## config.mk

```make
export PLATFORM = sky130hd
export DESIGN_NAME = spi_burst_ctrl_flat
export DESIGN_NICKNAME = d
export VERILOG_FILES = /design/src/rtl/spi_burst_ctrl_if.sv /design/src/rtl/spi_burst_ctrl.sv /design/src/flat_wrapper.sv
export SDC_FILE = /design/constraint.sdc
export NUM_CORES = 1
export LEC_CHECK = 0
export BUFFER_PORTS_ARGS = -buffer_cell sky130_fd_sc_hd__clkbuf_2
export CORE_AREA = 2 2 112 114
export CTS_CLUSTER_SIZE = 16
export DETAILED_ROUTE_END_ITERATION = 12
export DIE_AREA = 0 0 114 116
export GPL_ROUTABILITY_DRIVEN = 0
export PLACE_DENSITY = 0.88
export SYNTH_ARGS = -nofsm -noshare
export SYNTH_HDL_FRONTEND = slang
export SYNTH_SLANG_ARGS = --single-unit
```

## constraint.sdc

```tcl
create_clock -name clk -period 3.2 [get_ports clk]
set_clock_uncertainty 0.1 [all_clocks]
set_input_delay 0.48 -clock clk [delete_from_list [all_inputs] [get_ports clk]]
set_output_delay 0.48 -clock clk [all_outputs]
set_load 0.1 [all_outputs]
```

## src/rtl/spi_burst_ctrl_if.sv

```systemverilog
// Signal bundle between spi_burst_ctrl, its host, and the downstream spi_master.
// The slave modport is the controller's view; the master modport is the host/master side.
interface spi_burst_ctrl_if #(
    parameter int DATA_WIDTH = 8,
    parameter int LEN_W      = 5
);
    logic [DATA_WIDTH-1:0] tx_data;
    logic                  tx_valid;
    logic                  tx_ready;
    logic [LEN_W-1:0]      tx_level;
    logic                  burst_start;
    logic [LEN_W-1:0]      burst_len;
    logic                  busy;
    logic                  burst_done;
    logic                  burst_err;
    logic [DATA_WIDTH-1:0] rx_data;
    logic                  rx_valid;
    logic [DATA_WIDTH-1:0] m_data_send;
    logic                  m_spi_start;
    logic                  m_spi_done;
    logic [DATA_WIDTH-1:0] m_data_recv;

    modport slave (
        input  tx_data, tx_valid, burst_start, burst_len, m_spi_done, m_data_recv,
        output tx_ready, tx_level, busy, burst_done, burst_err, rx_data, rx_valid,
               m_data_send, m_spi_start
    );

    modport master (
        output tx_data, tx_valid, burst_start, burst_len, m_spi_done, m_data_recv,
        input  tx_ready, tx_level, busy, burst_done, burst_err, rx_data, rx_valid,
               m_data_send, m_spi_start
    );
endinterface

```

## src/rtl/spi_burst_ctrl.sv

```systemverilog
// Burst sequencer in front of spi_master: buffers TX words in a FIFO and issues them
// one per SPI transfer, separated by GAP_CYCLES idle cycles, returning each received word.
module spi_burst_ctrl #(
    parameter int DATA_WIDTH = 8,
    parameter int DEPTH      = 16,
    parameter int GAP_CYCLES = 2,
    parameter int LEN_W      = $clog2(DEPTH) + 1
) (
    input  logic             clk,
    input  logic             rst,
    spi_burst_ctrl_if.slave  bus
);
    localparam int PTR_W = $clog2(DEPTH);
    localparam int GAP_W = $clog2(GAP_CYCLES) + 1;

    typedef enum logic [2:0] {
        ST_IDLE  = 3'd0,
        ST_ISSUE = 3'd1,
        ST_WAIT  = 3'd2,
        ST_GAP   = 3'd3,
        ST_DONE  = 3'd4
    } state_t;

    state_t                state_r;
    logic [DATA_WIDTH-1:0] mem_r [DEPTH];
    logic [PTR_W-1:0]      wr_ptr_r;
    logic [PTR_W-1:0]      rd_ptr_r;
    logic [LEN_W-1:0]      level_r;
    logic [LEN_W-1:0]      level_nxt_s;
    logic [LEN_W-1:0]      remaining_r;
    logic [GAP_W-1:0]      gap_cnt_r;
    logic                  tx_ready_r;
    logic                  busy_r;
    logic                  burst_done_r;
    logic                  burst_err_r;
    logic                  rx_valid_r;
    logic                  m_spi_start_r;
    logic [DATA_WIDTH-1:0] rx_data_r;
    logic [DATA_WIDTH-1:0] m_data_send_r;
    logic                  push_s;
    logic                  pop_s;

    // Push/pop qualification and next FIFO occupancy.
    always_comb begin
        push_s = bus.tx_valid && tx_ready_r;
        pop_s  = (state_r == ST_ISSUE);
        if (push_s && !pop_s) begin
            level_nxt_s = level_r + LEN_W'(1'b1);
        end else if (pop_s && !push_s) begin
            level_nxt_s = level_r - LEN_W'(1'b1);
        end else begin
            level_nxt_s = level_r;
        end
    end

    // FIFO storage; contents need no reset because the pointers and level do.
    always_ff @(posedge clk) begin
        if (push_s) begin
            mem_r[wr_ptr_r] <= bus.tx_data;
        end
    end

    // FIFO pointers, occupancy and registered ready flag.
    always_ff @(posedge clk) begin
        if (rst) begin
            wr_ptr_r   <= '0;
            rd_ptr_r   <= '0;
            level_r    <= '0;
            tx_ready_r <= 1'b1;
        end else begin
            if (push_s) begin
                wr_ptr_r <= wr_ptr_r + PTR_W'(1'b1);
            end
            if (pop_s) begin
                rd_ptr_r <= rd_ptr_r + PTR_W'(1'b1);
            end
            level_r    <= level_nxt_s;
            tx_ready_r <= (level_nxt_s != LEN_W'(DEPTH));
        end
    end

    // Burst sequencer FSM with registered handshake and status outputs.
    always_ff @(posedge clk) begin
        if (rst) begin
            state_r       <= ST_IDLE;
            remaining_r   <= '0;
            gap_cnt_r     <= '0;
            busy_r        <= 1'b0;
            burst_done_r  <= 1'b0;
            burst_err_r   <= 1'b0;
            rx_valid_r    <= 1'b0;
            rx_data_r     <= '0;
            m_spi_start_r <= 1'b0;
            m_data_send_r <= '0;
        end else begin
            m_spi_start_r <= 1'b0;
            rx_valid_r    <= 1'b0;
            burst_done_r  <= 1'b0;
            burst_err_r   <= 1'b0;
            case (state_r)
                ST_IDLE: begin
                    // A zero-length request is a no-op, not an error.
                    if (bus.burst_start && (bus.burst_len != '0)) begin
                        if (bus.burst_len > level_r) begin
                            burst_err_r <= 1'b1;
                        end else begin
                            remaining_r <= bus.burst_len;
                            busy_r      <= 1'b1;
                            state_r     <= ST_ISSUE;
                        end
                    end
                end
                ST_ISSUE: begin
                    m_data_send_r <= mem_r[rd_ptr_r];
                    m_spi_start_r <= 1'b1;
                    state_r       <= ST_WAIT;
                end
                ST_WAIT: begin
                    if (bus.m_spi_done) begin
                        rx_data_r   <= bus.m_data_recv;
                        rx_valid_r  <= 1'b1;
                        remaining_r <= remaining_r - LEN_W'(1'b1);
                        if (remaining_r == LEN_W'(1'b1)) begin
                            burst_done_r <= 1'b1;
                            state_r      <= ST_DONE;
                        end else begin
                            gap_cnt_r <= '0;
                            state_r   <= ST_GAP;
                        end
                    end
                end
                ST_GAP: begin
                    if (gap_cnt_r == GAP_W'(GAP_CYCLES - 1)) begin
                        state_r <= ST_ISSUE;
                    end else begin
                        gap_cnt_r <= gap_cnt_r + GAP_W'(1'b1);
                    end
                end
                ST_DONE: begin
                    busy_r  <= 1'b0;
                    state_r <= ST_IDLE;
                end
                default: begin
                    busy_r  <= 1'b0;
                    state_r <= ST_IDLE;
                end
            endcase
        end
    end

    assign bus.tx_ready    = tx_ready_r;
    assign bus.tx_level    = level_r;
    assign bus.busy        = busy_r;
    assign bus.burst_done  = burst_done_r;
    assign bus.burst_err   = burst_err_r;
    assign bus.rx_data     = rx_data_r;
    assign bus.rx_valid    = rx_valid_r;
    assign bus.m_data_send = m_data_send_r;
    assign bus.m_spi_start = m_spi_start_r;
endmodule
```

## src/flat_wrapper.sv

```systemverilog
// flat-port wrapper written by rule: the top's interface ports become plain ports
module spi_burst_ctrl_flat 
#(
    parameter int DATA_WIDTH = 8,
    parameter int DEPTH      = 16,
    parameter int GAP_CYCLES = 2,
    parameter int LEN_W      = $clog2(DEPTH) + 1
)
  (clk, rst, bus_tx_data, bus_tx_valid, bus_burst_start, bus_burst_len, bus_m_spi_done, bus_m_data_recv, bus_tx_ready, bus_tx_level, bus_busy, bus_burst_done, bus_burst_err, bus_rx_data, bus_rx_valid, bus_m_data_send, bus_m_spi_start);
  spi_burst_ctrl_if #(.DATA_WIDTH(DATA_WIDTH), .LEN_W(LEN_W)) bus_i ();
  input  logic clk;
  input  logic rst;
  input wire logic [$bits(bus_i.tx_data)-1:0] bus_tx_data;
  input wire logic [$bits(bus_i.tx_valid)-1:0] bus_tx_valid;
  input wire logic [$bits(bus_i.burst_start)-1:0] bus_burst_start;
  input wire logic [$bits(bus_i.burst_len)-1:0] bus_burst_len;
  input wire logic [$bits(bus_i.m_spi_done)-1:0] bus_m_spi_done;
  input wire logic [$bits(bus_i.m_data_recv)-1:0] bus_m_data_recv;
  output wire logic [$bits(bus_i.tx_ready)-1:0] bus_tx_ready;
  output wire logic [$bits(bus_i.tx_level)-1:0] bus_tx_level;
  output wire logic [$bits(bus_i.busy)-1:0] bus_busy;
  output wire logic [$bits(bus_i.burst_done)-1:0] bus_burst_done;
  output wire logic [$bits(bus_i.burst_err)-1:0] bus_burst_err;
  output wire logic [$bits(bus_i.rx_data)-1:0] bus_rx_data;
  output wire logic [$bits(bus_i.rx_valid)-1:0] bus_rx_valid;
  output wire logic [$bits(bus_i.m_data_send)-1:0] bus_m_data_send;
  output wire logic [$bits(bus_i.m_spi_start)-1:0] bus_m_spi_start;
  assign bus_i.tx_data = bus_tx_data;
  assign bus_i.tx_valid = bus_tx_valid;
  assign bus_i.burst_start = bus_burst_start;
  assign bus_i.burst_len = bus_burst_len;
  assign bus_i.m_spi_done = bus_m_spi_done;
  assign bus_i.m_data_recv = bus_m_data_recv;
  assign bus_tx_ready = bus_i.tx_ready;
  assign bus_tx_level = bus_i.tx_level;
  assign bus_busy = bus_i.busy;
  assign bus_burst_done = bus_i.burst_done;
  assign bus_burst_err = bus_i.burst_err;
  assign bus_rx_data = bus_i.rx_data;
  assign bus_rx_valid = bus_i.rx_valid;
  assign bus_m_data_send = bus_i.m_data_send;
  assign bus_m_spi_start = bus_i.m_spi_start;
  spi_burst_ctrl #(.DATA_WIDTH(DATA_WIDTH), .DEPTH(DEPTH), .GAP_CYCLES(GAP_CYCLES), .LEN_W(LEN_W)) u_core (.clk(clk), .rst(rst), .bus(bus_i));
endmodule
```

Yosys cells after proc, flatten, opt, wreduce, memory -nomap -nowiden:

Memory sizes are Yosys's and may differ from the RTL's. A register that Yosys moved wholly into a read port is not among the register bits.
Index checks and enable logic that the tools add are counted.

* flip-flop bits (word level): 37
* latch bits: 0
* bits in writable memories: 128
* memory bits (read-only): 0
* bits of input ports: 26
* output and inout bits: 27
* word-level logic and storage cells: 82
* memories kept: 1

* add/subtract/negate cells: 6
* multipliers: 0
* divide/modulo/power cells: 0
* magnitude comparators: 1
* eq/ne operators: 12
* shift operators: 0
* multiplexer cells: 25
* bitwise operators: 5
* reductions and logical operators: 19

Memory list
* u_core.mem_r: depth 16, width 8, read ports 1, clocked after memory_dff 1, wr ports 1, RTL line spi_burst_ctrl.sv:25 `logic [DATA_WIDTH-1:0] mem_r [DEPTH];`

Operators with widths (number)
* $mux W5: 5
* $mux W3: 5
* $pmux W3 S4: 1
* $reduce_and A4 Y1: 3
* $pmux W5 S2: 1
* $sub A5 B1 Y5 const B: 2
* $reduce_or A3 Y1: 3
* $add A4 B1 Y4 const B: 2
* $mux W1: 8
* $ne A2 B2 Y1 const B: 4
* $eq A3 B2 Y1 const B: 2
* $mux W2: 3
* $add A5 B1 Y5 const B: 1
* $eq A5 B1 Y1 const B: 1
* $gt A5 B5 Y1: 1
* $ne A5 B5 Y1 const B: 1
* $not A1 Y1: 5
* $reduce_bool A5 Y1: 1
* $logic_and A1 B1 Y1: 4
* $ne A2 B1 Y1 const B: 2
* $pmux W2 S2: 1
* $reduce_bool A2 Y1: 2
* $eq A3 B1 Y1 const B: 1
* $logic_not A3 Y1: 1
* 7 further kinds: 8

Longest topological paths before layout:

Gate-level depths: netlist (run 1).

* word-level depth: 6
* depth in mapped cells: 7

Least setup slack after synthesis (run 1):

Ideal clock, no wire load.

* path type: flip-flop to flip-flop
* from: reg u_core.level_r[2], in the netlist u_core.bus.tx_level[2]
* to: reg u_core.remaining_r[1]
* setup time: 86 ps
* arrival time: 2575 ps
* path slack: 439 ps
* cell stages (with the launch flop): 8
* clock period less this slack: 2761 ps
* cell sequence: dfxtp_1 inv_1 ha_1 and3_1 and3_1 a211oi_1 a2111oi_0 a211oi_1

* word-level cells in the longest chain between the ends: 3

Ends and longest elaborated chain
* start, declared: RTL line spi_burst_ctrl.sv:28 `logic [LEN_W-1:0] level_r;`
* start signal, assigned: RTL line spi_burst_ctrl.sv:77 `level_r <= level_nxt_s;`
* $gt A5 B5 Y1: RTL line spi_burst_ctrl.sv:104 `if (bus.burst_len > level_r) begin`
* $ne A2 B2 Y1 (no line)
* $reduce_and A4 Y1 (no line)
* end signal, assigned: RTL line spi_burst_ctrl.sv:107 `remaining_r <= bus.burst_len;`
* end signal, assigned: RTL line spi_burst_ctrl.sv:122 `remaining_r <= remaining_r - LEN_W'(1'b1);`
* end, declared: RTL line spi_burst_ctrl.sv:30 `logic [LEN_W-1:0] remaining_r;`

Every way passes these cells.
A chain may end at the register's enable or synchronous reset.

==> impl_results.md, run 1 <==
- CP Class: flop to flop
- Max Cap Violations: 0
- CP arrival: 2.72 ns
- Slew Viols, Final: 0
- First-pass GRT wire length: 23000 µm
- N_diodes: 0
- PostCTS Resize Cnt: 0
- Core Area: 11900 µm²
- Least-Margin Pin Slew: 0.866 ns
- Pin count of the biggest net entering global routing: 36
- DR vias/cell: 6.31
- Maximum VDD drop: 0.376 mV
- Clock share of power: 39.2%
- Final Cycle Share: 78.1%
- GRT Overall Usage: 24.2%
- Hold path cells: 3
- Nets: 570
- Crit end category: flop
- Layout cells sized above 1: 24.0%
- Synth area leader: edfxtp_1
- Outcome: complete, no violations
- TritonCTS clock tree: done
- CTS H-tree depth: 4
- R2r endpoint: u_core.bus.m_data_send[7]$_SDFFE_PP0P_
- Switching power: 1.34 mW
- Layout area overhead: 13.6%
- Initial antenna violation count: 0
- Worst Path Max Fanout: 14
- Post-synth EDFFs: 128
- Synthesized area: 7110 µm²
- Yosys cell types: 54
- HP Class: input port to flop
- DR pass1 iterations: 6
- Main synth FF type: edfxtp_1
- Setup TNS: 0 ns
- Power per Cell Area: 644 nW/µm²
- Vias in the first global route: 4222
- Synth top area share: 54.1%
- Tmin final: 2.50 ns
- R2r setup slk: 0.70 ns
- Total CTS buffers: 17
- Dpl hpwl: 9760 µm
- Hold EP: u_core.bus.rx_data[7]$_SDFFE_PP0P_
- Static leakage: 2.80 nW
- CP Data Required Time: 3.42 ns
- R2R depth: 5
- WHS: 0.170 ns
- Hold_sp: bus_m_data_recv[7]
- Clock sink total: 173
- Unrepaired setup endpoints after global routing: no
- Sequential Power Share: 48.6%
- Root Driver: clkbuf_16
- Die height: 116 µm
- Most numerous cell in the Yosys netlist: edfxtp_1
- Mapped Cells: 473
- Antenna viol nets, final: 0
- Initial DRC count: 532
- Ranking of synthesized cells by area: edfxtp_1 (54%), dfxtp_1 (13%), mux4_2 (8.2%), ha_1 (2.6%), mux4_1 (2.2%)
- Pint: 3.86 mW
- Post-synthesis async set-or-reset flop share: 0%
- Clock-pin slew on the worst setup and hold paths: 0.07 ns
- Die Wd: 114 µm
- Combinational share of power: 12.2%
- Sw Ratio: 25.7%
- Crit path launch type: flop
- I/O Buffers: 52
- Total wire length: 15100 µm
- Post-synthesis sequential area ratio: 66.7%
- Routed len/inst: 22.0 µm
- Yosys warnings: 0
- Worst r2r src: u_core.rd_ptr_r[0]$_SDFFE_PP0P_
- Commonest cells post-synth: edfxtp_1 (128), dfxtp_1 (45), nand2_1 (40)
- Post-CTS setup buffers: 0
- Skew-Pair Late Insertion Delay: 0.43 ns
- CTS hold repair buffers: 0
- Remaining Overflow, GRT: 0
- Initial Util: 59.7%
- Die area: 13200 µm²
- Syn_nets: 514
- Relative slew slack: 42.1%
- I/O pins: 53
- Vias: 4348
- FP Rows: 40
- # DRC: 0
- Mapped Avg Cell Area: 15.0 µm²
- Hold Fails Final Rpt: 0
- Final setup vio count: 0
- Clock buffer depth: 2
- Number of synthesized register bits: 173
- Max Clk Rate: 0.400 GHz
==> flip-flops by register name, summed over array words and instances, names as in the netlist <==
register and count:
u_core.rd_ptr_r 4, u_core.remaining_r 5, u_core.bus.tx_ready 1, u_core.bus.m_data_send 8
u_core.bus.busy 1, u_core.bus.rx_valid 1, u_core.state_r 3, u_core.bus.tx_level 5
u_core.gap_cnt_r 2, u_core.bus.burst_done 1, u_core.mem_r 128, u_core.bus.m_spi_start 1
u_core.bus.burst_err 1, u_core.bus.rx_data 8, u_core.wr_ptr_r 4
==> power by group through the flow <==
stage | registers [mW] | logic (mW) | clock network [mW]
6_report | 2.53 | 0.635 | 2.04
5_1_grt | 2.53 | 0.674 | 2.14
3_3_place_gp | 2.57 | 0.596 | 0
2_1_floorplan | 2.71 | 0.328 | 0
3_5_place_dp | 2.57 | 0.618 | 0
4_1_cts | 2.53 | 0.629 | 2.06
==> logic make-up after synthesis <==
logic type	after synthesis	synth area share [%]
adder cells (fa/ha/maj)	15	2.64
AND/OR/NAND/NOR	125	8.63
buffers and inverters	37	2.55
multiplexers	33	10.6
AO/OA/AOI/OAI	82	7.83
XOR/XNOR	8	0.986
flip-flops	173	66.7
==> final cells by class <==
class,instances,area (µm²)
well taps,147,184
repair buffers,61,328
flip-flops and latches,173,4750
inverters,13,48.8
fillers,781,3830
clock inverters,12,133
multi-input cells,263,2180
clock buffers,20,457
==> layer usage <==
layer | part of all wire, % | vias to the layer above | wire length [µm] | global-route usage [%]
met2 | 50 | 254 | 7580 | 38.5
met3 | 8.7 | 31 | 1320 | 7.01
li1 | - | 1937 | - | -
met4 | 2.3 | 0 | 341 | 10.2
met1 | 39 | 2126 | 5890 | 31.6
met5 | 0 | - | 0 | 0
==> worst max-delay path: stages (launching register included) <==
cell and delay, ns:
dfxtp_2 0.62, buf_4 0.37, mux4_1 0.61, a22oi_1 0.29, a21oi_1 0.18, a31o_1 0.21
==> metrics by stage <==
step / utilization [%] / area [µm²] / setup slack (ns) / total power, mW / cells
after global placement: 62.9 / 7490 / 0.935 / 3.17 / 657
after CTS: 67.8 / 8080 / 0.716 / 5.21 / 689
after floorplan: - / 7110 / 0.439 / 3.04 / 473
after detailed placement: 62.9 / 7490 / 0.787 / 3.19 / 657
after global routing: 67.8 / 8080 / 0.517 / 5.35 / 689
final: 67.8 / 8080 / 0.700 / 5.20 / 689
==> worst max-delay path by stage <==
stage	start	endpoint	slack [ns]	cells after the start
2_1_floorplan	u_core.bus.tx_level[2]$_SDFF_PP0_	u_core.remaining_r[1]$_SDFFE_PP0P_	0.44	7
3_3_place_gp	bus_burst_len[4]	u_core.remaining_r[1]$_SDFFE_PP0P_	0.94	7
3_5_place_dp	bus_burst_len[4]	u_core.remaining_r[1]$_SDFFE_PP0P_	0.79	7
4_1_cts	u_core.rd_ptr_r[0]$_SDFFE_PP0P_	u_core.bus.m_data_send[7]$_SDFFE_PP0P_	0.72	5
5_1_grt	u_core.bus.tx_level[2]$_SDFF_PP0_	u_core.remaining_r[1]$_SDFFE_PP0P_	0.52	7
6_report	u_core.rd_ptr_r[0]$_SDFFE_PP0P_	u_core.bus.m_data_send[7]$_SDFFE_PP0P_	0.70	5
==> cells in the final DEF (no fill, tap or decap), types with 3 or more instances in the layout <==
master,Yosys,final
edfxtp_1,128,128
clkbuf_2,0,52
dfxtp_1,45,44
nand2_1,40,40
nor2_1,39,39
a21oi_1,28,28
mux4_2,26,26
clkbuf_16,0,17
a22oi_1,16,16
ha_1,15,15
inv_1,13,13
buf_4,2,9
nor2b_1,8,8
nor3_1,7,7
mux4_1,6,6
o21ai_0,6,6
a31o_1,5,5
nand2b_1,4,4
xnor2_1,4,4
a211oi_1,4,4
xor2_1,4,4
o31ai_1,4,4
nand4_1,4,4
inv_6,0,4
and3_1,3,3
a31o_2,3,3
o311ai_0,3,3
clkinv_2,0,3
(Power assumes the default switching activity.)
==> inputs of run 2 (changes only) <==
--- a/config.mk
+++ b/config.mk
@@ -6,12 +6,12 @@
 export NUM_CORES = 1
 export LEC_CHECK = 0
 export BUFFER_PORTS_ARGS = -buffer_cell sky130_fd_sc_hd__clkbuf_2
-export CORE_AREA = 2 2 112 114
+export CORE_AREA = 2 2 118 120
 export CTS_CLUSTER_SIZE = 16
 export DETAILED_ROUTE_END_ITERATION = 12
-export DIE_AREA = 0 0 114 116
+export DIE_AREA = 0 0 120 122
 export GPL_ROUTABILITY_DRIVEN = 0
-export PLACE_DENSITY = 0.88
+export PLACE_DENSITY = 0.84
 export SYNTH_ARGS = -nofsm -noshare
 export SYNTH_HDL_FRONTEND = slang
 export SYNTH_SLANG_ARGS = --single-unit
==> constraint.sdc (replaced) <==
create_clock -name clk -period 2.09 [get_ports clk]
set_clock_uncertainty 0.1 [all_clocks]
set_input_delay 0.3135 -clock clk [delete_from_list [all_inputs] [get_ports clk]]
set_output_delay 0.3135 -clock clk [all_outputs]
set_load 0.1 [all_outputs]
==> impl_results.md, run 2 (synthesized netlist as in run 1, its figures left out) <==
- Outcome: complete, no violations (unchanged)
- CP Cell Sequence: inv_1 > ha_1 > and3_1 > and3_1 > a21o_1 > a21oi_1 > a211oi_1 (was buf_4 > mux4_1 > a22oi_1 > a21oi_1 > a31o_1)
- Remaining Overflow, GRT: 0 (unchanged)
- Sw Ratio: 26.0% (was 25.7%)
- CTS H-tree depth: 4 (unchanged)
- Root Driver: clkbuf_16 (unchanged)
- Dpl cell area: 7760 µm² (was 7490 µm²)
- Max Clk Rate: 0.490 GHz (was 0.400 GHz)
- Crit path launch type: flop (unchanged)
- Post-CTS setup buffers: 0 (unchanged)
- I/O Buffers: 52 (unchanged)
- Crit end category: flop (unchanged)
- Nets: 590 (was 570)
- Least-Margin Pin Slew: 0.553 ns (was 0.866 ns)
- Clock sink total: 173 (unchanged)
- Worst path most repeated cell: and3_1
- Total CTS buffers: 17 (unchanged)
- First-pass GRT wire length: 25300 µm (was 23000 µm)
- Maximum VDD drop: 0.640 mV (was 0.376 mV)
- Vias in the first global route: 4446 (was 4222)
- # DRC: 0 (unchanged)
- Most frequent cells in the layout: edfxtp_1 (128), clkbuf_2 (52), nand2_1 (40), nor2_1 (39), dfxtp_1 (37) (was edfxtp_1 (128), clkbuf_2 (52), dfxtp_1 (44), nand2_1 (40), nor2_1 (39))
- Layout area overhead: 18.2% (was 13.6%)
- Combinational share of power: 12.8% (was 12.2%)
- GRT Overall Usage: 23.2% (was 24.2%)
- Die Wd: 120 µm (was 114 µm)
- Relative slew slack: 63.3% (was 42.1%)
- Antenna viol nets, final: 0 (unchanged)
- CP Class: flop to flop (unchanged)
- Pin count of the biggest net entering global routing: 36 (unchanged)
- Design Area, Final: 8400 µm² (was 8080 µm²)
- CP arrival: 2.22 ns (was 2.72 ns)
- Final Cycle Share: 97.7% (was 78.1%)
- Core Area: 13500 µm² (was 11900 µm²)
- Clock buffer depth: 2 (unchanged)
- FP Rows: 43 (was 40)
- DR vias/cell: 6.15 (was 6.31)
- Slowest stage cell on the critical path: dfxtp_4 (was dfxtp_2)
- Tmin final: 2.04 ns (was 2.50 ns)
- I/O pins: 53 (unchanged)
- Clock-pin slew on the worst setup and hold paths: 0.07 ns (about the same)
- Max Cap Violations: 0 (unchanged)
- Dpl hpwl: 10000 µm (was 9760 µm)
- CTS hold repair buffers: 0 (unchanged)
- DR pass1 iterations: 5 (was 6)
- Die height: 122 µm (was 116 µm)
- N_diodes: 0 (unchanged)
- HP Class: input port to flop (unchanged)
- Vias: 4563 (was 4348)
- Final setup vio count: 0 (unchanged)
- Skew-Pair Late Insertion Delay: 0.42 ns (was 0.43 ns)
- Hold Fails Final Rpt: 0 (unchanged)
- Layout cells sized above 1: 29.5% (was 24.0%)
- CP Data Required Time: 2.27 ns (was 3.42 ns)
- Pint: 6.03 mW (was 3.86 mW)
- Max reg flops: 128 (unchanged)
- PostCTS Resize Cnt: 0 (unchanged)
- Crit-path max cell delay: 0.35 ns (was 0.62 ns)
- Slew Viols, Final: 0 (unchanged)
- Initial DRC count: 614 (was 532)
- TritonCTS clock tree: done (unchanged)
- Top reg by flops: u_core.mem_r (unchanged)
- Worst Path Max Fanout: 5 (was 14)
- DP Worst Slack: 0.0562 ns (was 0.787 ns)
- Power per Cell Area: 970 nW/µm² (was 644 nW/µm²)
- Static leakage: 2.94 nW (was 2.80 nW)
- Die area: 14600 µm² (was 13200 µm²)
- Sequential Power Share: 47.4% (was 48.6%)
- Post-route setup slack: 0.0485 ns (was 0.700 ns)
- Switching power: 2.12 mW (was 1.34 mW)
- Clock share of power: 39.8% (was 39.2%)
- Initial antenna violation count: 0 (unchanged)
- Initial Util: 52.6% (was 59.7%)
- Total wire length: 16400 µm (was 15100 µm)
- Commonest non-fill, non-tap cell in the layout: edfxtp_1 (unchanged)
- Routed len/inst: 22.1 µm (was 22.0 µm)
-- run 2: changes by cell type in the layout (fill, tap and decap cells not counted), moves of 3 or more --
cell / delta
clkinv_2: -3
dfxtp_4: +5
dfxtp_1: -7
buf_12: +3
nor3_2: +4
buf_4: +17
nor3_1: -4
-- run 2: stage by stage --
step	util, %	setup TNS [ns]	hold WS (ns)	instances	power, mW
finish	62.2	0	0.00758	742	8.15
global route	62.2	-0.00588	0.00922	742	8.39
CTS	62.0	0	0.00204	742	8.14
global placement	57.5	0	0.342	710	4.87
floorplan	-	0	0.312	473	4.66
detailed placement	57.5	0	0.354	710	4.91
-- run 2: per-layer routing --
metal	part of all wire, %	track usage (%)	up-vias	wire length [µm]
li1	-	-	1983	-
met1	39	29.9	2270	6420
met2	52	39.1	269	8490
met3	7.1	5.24	41	1170
met4	2.0	8.09	0	327
met5	0	0	-	0
-- run 2: final timing paths --
kind                                                         start                                  to  slack (ns)  cells after the start
worst min-delay path                            bus_m_data_recv[3]  u_core.bus.rx_data[3]$_SDFFE_PP0P_       0.008                      3
worst max register to register   u_core.bus.tx_level[4]$_SDFF_PP0_  u_core.remaining_r[1]$_SDFFE_PP0P_        0.05                      7
worst min register to register  u_core.bus.rx_data[4]$_SDFFE_PP0P_  u_core.bus.rx_data[4]$_SDFFE_PP0P_        0.36                      2
worst max-delay path             u_core.bus.tx_level[4]$_SDFF_PP0_  u_core.remaining_r[1]$_SDFFE_PP0P_        0.05                      7
-- run 2: power by group through the flow --
stage | combinational (mW) | clock (mW) | sequential, mW
floorplan | 0.506 | 0 | 4.16
global placement | 0.959 | 0 | 3.91
detailed placement | 0.988 | 0 | 3.92
CTS | 1.01 | 3.27 | 3.85
global route | 1.11 | 3.41 | 3.87
finish | 1.04 | 3.25 | 3.86
-- run 2: final cells by class --
cell class | count | area, µm²
Tap cell | 180 | 225
Clock buffer | 18 | 429
Clock inverter | 14 | 180
Multi-Input combinational cell | 263 | 2230
Sequential cell | 173 | 4770
Timing Repair Buffer | 81 | 515
Inverter | 13 | 48.8
Fill cell | 882 | 5100
-- run 2: critical path, delay by kind of cell, from the launching register on --
family                     cells  cell delay (ns)
adders and majority gates      1             0.32
and+or+nand+nor                2             0.44
AOI/OAI and AO/OA              3             0.64
DFF                            1             0.35
buffers and inverters          1             0.06
